## config.mk

```make
export PLATFORM = sky130hd
export DESIGN_NAME = mem_arbiter
export DESIGN_NICKNAME = d
export VERILOG_FILES = /design/src/rtl/mem_arbiter_pkg.sv /design/src/rtl/mem_arb_pick.sv /design/src/rtl/mem_arbiter.sv
export SDC_FILE = /design/constraint.sdc
export NUM_CORES = 1
export LEC_CHECK = 0
export CAP_MARGIN = 20
export CORE_AREA = 2 2 131 133
export CTS_BUF_LIST = sky130_fd_sc_hd__clkbuf_4 sky130_fd_sc_hd__clkbuf_8
export DETAILED_ROUTE_END_ITERATION = 6
export DIE_AREA = 0 0 133 135
export SYNTH_ARGS = -nofsm -noshare
export SYNTH_HDL_FRONTEND = slang
export SYNTH_SLANG_ARGS = --single-unit
```

## constraint.sdc

```tcl
create_clock -name clk -period 1.3 [get_ports clk]
set_input_delay 0.195 -clock clk [delete_from_list [all_inputs] [get_ports clk]]
set_output_delay 0.195 -clock clk [all_outputs]
set_load 0.01 [all_outputs]
```

## src/rtl/mem_arbiter_pkg.sv

```systemverilog
// rtl/mem_arbiter_pkg.sv - shared types for the memory-unit arbiter
package mem_arbiter_pkg;

    typedef enum logic {
        ARB_IDLE,
        ARB_WAIT_VALID
    } arb_state_t;

    typedef enum logic {
        ARB_I,
        ARB_D
    } arb_owner_t;

endpackage

```

## src/rtl/mem_arb_pick.sv

```systemverilog
// rtl/mem_arb_pick.sv - grant picker; MEM_ARB_ROUND_ROBIN_EN selects alternating grant on contention
module mem_arb_pick
    import mem_arbiter_pkg::*;
(
    input  logic       i_start,
    input  logic       d_start,
    input  arb_owner_t last_grant,
    output arb_owner_t grant
);

`ifdef MEM_ARB_ROUND_ROBIN_EN
    always_comb begin
        grant = ARB_I;
        if (i_start && d_start) begin
            grant = (last_grant == ARB_D) ? ARB_I : ARB_D;
        end else if (d_start) begin
            grant = ARB_D;
        end
    end
`else
    logic unused_last_grant;
    assign unused_last_grant = last_grant;

    // the memory stage holds the older instruction, so it wins ties
    always_comb begin
        grant = d_start ? ARB_D : ARB_I;
    end
`endif

endmodule

```

## src/rtl/mem_arbiter.sv

```systemverilog
// rtl/mem_arbiter.sv - shares the memory unit between fetch and memory stage (MEM_ARB_ROUND_ROBIN_EN, PRINT_DEBUGINFO)
module mem_arbiter
    import mem_arbiter_pkg::*;
#(
    parameter int ADDR_WIDTH = 32,
    parameter int DATA_WIDTH = 32
) (
    input  logic                  clk,
    input  logic                  rst,
    input  logic                  i_cmd_start,
    output logic                  i_cmd_ready,
    input  logic [ADDR_WIDTH-1:0] i_addr,
    output logic                  i_valid,
    output logic [DATA_WIDTH-1:0] i_rdata,
    input  logic                  d_cmd_start,
    input  logic                  d_cmd_write,
    output logic                  d_cmd_ready,
    input  logic [ADDR_WIDTH-1:0] d_addr,
    input  logic [DATA_WIDTH-1:0] d_wdata,
    input  logic [DATA_WIDTH-1:0] d_wmask,
    output logic                  d_valid,
    output logic [DATA_WIDTH-1:0] d_rdata,
    output logic                  memu_cmd_start,
    output logic                  memu_cmd_write,
    input  logic                  memu_cmd_ready,
    input  logic                  memu_valid,
    output logic [ADDR_WIDTH-1:0] memu_addr,
    output logic [DATA_WIDTH-1:0] memu_wdata,
    output logic [DATA_WIDTH-1:0] memu_wmask,
    input  logic [DATA_WIDTH-1:0] memu_rdata
);

    arb_state_t state, next_state;
    arb_owner_t owner, last_grant, grant;
    logic       accept;
    logic       grant_update;

    mem_arb_pick u_pick (
        .i_start    (i_cmd_start),
        .d_start    (d_cmd_start),
        .last_grant (last_grant),
        .grant      (grant)
    );

    assign accept = memu_cmd_start & memu_cmd_ready;

`ifdef MEM_ARB_ROUND_ROBIN_EN
    assign grant_update = accept;
`else
    assign grant_update = accept & ~memu_cmd_write;
`endif

    always_ff @(posedge clk) begin
        if (rst) begin
            state      <= ARB_IDLE;
            owner      <= ARB_I;
            last_grant <= ARB_I;
        end else begin
            state <= next_state;
            if (accept && !memu_cmd_write) begin
                owner <= grant;
            end
            if (grant_update) begin
                last_grant <= grant;
            end
        end
    end

    always_comb begin
        next_state = state;
        case (state)
            ARB_IDLE:       if (accept && !memu_cmd_write) next_state = ARB_WAIT_VALID;
            ARB_WAIT_VALID: if (memu_valid) next_state = ARB_IDLE;
            default:        next_state = ARB_IDLE;
        endcase
    end

    // handshakes are gated by rst so they drop in the reset cycle itself
    always_comb begin
        memu_cmd_start = 1'b0;
        memu_cmd_write = 1'b0;
        memu_addr      = i_addr;
        memu_wdata     = '0;
        memu_wmask     = '0;
        i_cmd_ready    = 1'b0;
        d_cmd_ready    = 1'b0;
        i_valid        = 1'b0;
        d_valid        = 1'b0;
        if (grant == ARB_D) begin
            memu_cmd_write = d_cmd_write;
            memu_addr      = d_addr;
            memu_wdata     = d_wdata;
            memu_wmask     = d_wmask;
        end
        if (!rst && state == ARB_IDLE) begin
            memu_cmd_start = (grant == ARB_D) ? d_cmd_start : i_cmd_start;
            i_cmd_ready    = (grant == ARB_I) & memu_cmd_ready;
            d_cmd_ready    = (grant == ARB_D) & memu_cmd_ready;
        end
        if (!rst && state == ARB_WAIT_VALID) begin
            i_valid = memu_valid & (owner == ARB_I);
            d_valid = memu_valid & (owner == ARB_D);
        end
    end

    assign i_rdata = memu_rdata;
    assign d_rdata = memu_rdata;

`ifdef PRINT_DEBUGINFO
    always_ff @(posedge clk) begin
        $display("data,arb_state,%%d,%0d", state);
        $display("data,arb_owner,%%d,%0d", owner);
        $display("data,arb_grant,%%d,%0d", grant);
    end
`endif

endmodule

```

==> results of run 1 <==
[state kept, by name (all words and copies together), names as in the netlist]
signal / count
state: 1
owner: 1
[layer usage]
metal / vias to the layer above / routed length, um / GRT usage (%)
met3: 27 / 1010 / 2.93
met5: - / 0 / 0
met2: 185 / 3590 / 13.9
li1: 893 / - / -
met1: 828 / 2630 / 8.09
met4: 0 / 201 / 2.57
[worst max-delay path, delay by kind of cell, from the launching register on]
kind	cells	cell delay (ns)
buffers and inverters	1	0.13
flip-flops	1	0.31
AND/OR/NAND/NOR	2	0.48
[power by group]
| group | total [mW] | internal (mW) | switching (mW) |
|---|---|---|---|
| sequential | 0.0694 | 0.0666 | 0.00280 |
| combinational | 1.07 | 0.716 | 0.356 |
| clock | 0.240 | 0.195 | 0.0450 |
| total | 1.38 | 0.978 | 0.404 |
[cells in the final DEF (no fill, tap or decap)]
cell type	Yosys	routed
inv_1	1	1
and2_4	1	1
nand2_2	0	1
or4b_1	1	1
clkdlybuf4s50_1	0	128
buf_2	3	18
and2_1	64	64
dfxtp_2	0	1
nor3_2	0	1
clkdlybuf4s15_1	0	6
mux2_2	32	31
a21oi_1	1	1
nor2_4	0	1
mux2i_1	1	1
nor3b_2	0	1
buf_6	1	2
dlygate4sd2_1	0	66
mux2_4	0	1
or3b_4	0	1
buf_4	64	6
nor2_2	0	2
nand2b_1	2	2
clkbuf_2	0	15
dfxtp_1	2	1
nor3_1	3	2
buf_16	0	5
buf_12	0	5
clkbuf_8	0	3
[layout make-up]
type / instances / area [um2] / area share, %
Timing Repair Buffer: 251 / 2390 / 65.7
Multi-Input combinational cell: 111 / 885 / 24.3
Tap cell: 220 / 275 / 7.57
Sequential cell: 2 / 41.3 / 1.14
Clock buffer: 3 / 41.3 / 1.14
Inverter: 1 / 3.75 / 0.103
[kinds of logic after synthesis]
| kind of cell | Yosys count | synth area share (%) |
|---|---|---|
| AO/OA/AOI/OAI | 1 | 0.350 |
| buffers and inverters | 76 | 37.5 |
| flip-flops | 2 | 2.80 |
| multiplexers | 33 | 25.9 |
| AND/OR/NAND/NOR | 77 | 33.4 |
[timing repair]
item                                    4_1_cts  5_1_grt
endpoints found under the setup margin      104       29
gates resized for setup                     197       32
setup buffers                                 3        1
cloned                                        4        0
pin swaps                                     3        3
hold buffers                                  0        0
[through the flow]
stage	total power [mW]	setup slack (ns)	std cells	area (um2)
after global placement	1.20	-0.643	578	3610
after CTS	1.43	-0.0620	588	3710
after detailed placement	1.21	-0.653	578	3610
after global routing	1.48	-0.0606	588	3640
final	1.38	-0.0274	588	3640
after floorplan	0.599	0.170	189	1430
[how the worst min path moves through the flow]
stage | endpoint | slack [ns]
after floorplan | state | 0.26
after global placement | d_rdata[2] | 0.39
after detailed placement | d_rdata[2] | 0.39
after CTS | d_rdata[2] | 0.39
after global routing | d_rdata[17] | 0.39
final | i_rdata[3] | 0.39
==> out/qor.yml, run 1 <==
hold_viol_final: 0
drive_gt1_share_pct: 25.8
numCtsBuffers: 3
slowest_stage: "or3b_4"
netlist_area_mm2: 0.00143
grt_start_max_net_pins: 25
synth_cell_type_count: 18
r2r-end: "owner"
cts_root_buffer: "clkbuf_8"
skew_ns: 0.00150
gp_congestion: 0.694
fillCellCount: 1796
die_y_um: 135
grt_overflow: 0
setup_violations: 2
drtAntennaViolNets: 0
worstSetupEndpointType: "output port"
power_density_mw_per_mm2: 380
peakVddDrop_v: 0.000163
io_pins: 333
finish.utilization_pct: 22.2
ys_seq_area_share_pct: 2.80
firstDrtPassIters: 4
cpPeakStageDelay_ns: 0.40
slew_headroom_pct: 85.4
finalWorstSetupSlack_ns: -0.0274
insertion_delay_ns: 0.21
syn_inst: 189
vias_per_cell: 3.29
finalCriticalPeriod_ns: 1.33
die-area_mm2: 0.0180
critical_path_class: "reg2out"
outcome: "complete, but fails checks"
synth_edf_count: 0
antenna_cells: 0
totalNegativeSetupSlack_ns: -0.0474
rrSetupSlack_ns: 0.12
wl_um: 7430
drv_cap: 0
io_buffers: 236
ys_seq_elements: 2
crit_chain: "or3b_4 > nor2_2 > buf_2"
ys_warn_count: 0
violations: "setup timing"
rsz0062_at_grt: "true"
nets: 537
cts_sinks: 2
critPathLaunch: "state"
num_vias: 1933
drt_drc_violations_left: 0
htree_levels: 1
whs_path_depth: 0
r2r_cells: 3
grt_usage_pct: 7.64
cp-start-kind: "register"
dp_hpwl_um: 5620
hold_ws_ns: 0.390
fmax_mhz: 753
row_count: 47
drv_slew: 0
synthTopCellsByCount: "and2_1, buf_4, mux2_2"
synth_top_area_share_pct: 33.6
reg2reg_from: "state"
cts_buffer_depth: 2
cts_tree: "done"
synthArstFlopShare_pct: 0
worst_hold_path_type: "in2out"
initial_core_util_pct: 8.72
area_growth_pct: 154
avgSynthCellArea_um2: 7.57
crit_fanout: 3
yosys-top-cells-area: "buf_4, and2_1, mux2_2"
cp_data_required_time_ns: 1.11
ys.flop_type: "dfxtp_1"
grt_pass1_wl_um: 10800
worstPathArrival_ns: 1.13
fin_crit_sh_pct: 102
yosys.area.top_type: "buf_4"
core_mm2: 0.0164
post_drt_wl_per_cell_um: 12.6
cp-endpoint: "i_cmd_ready"
p_leak_nw: 1.64
syn-num-nets: 356
path_clk_slew_ns: 0.03
hold_start: "memu_rdata[3]"
tightest_slew_ns: 0.217
die_w_um: 133
drtIter0Drc: 21
grt_pass1_vias: 1970
antenna_found_initial: 0
Power figures use the tool's default switching activity.
==> run 2, diff against run 1 <==
- CTS_BUF_LIST: sky130_fd_sc_hd__clkbuf_4 sky130_fd_sc_hd__clkbuf_8 -> sky130_fd_sc_hd__clkbuf_8
- SLEW_MARGIN: default -> 15
==> results of run 2 <==
Final layout, timing and power as in run 1 (identical DEF).
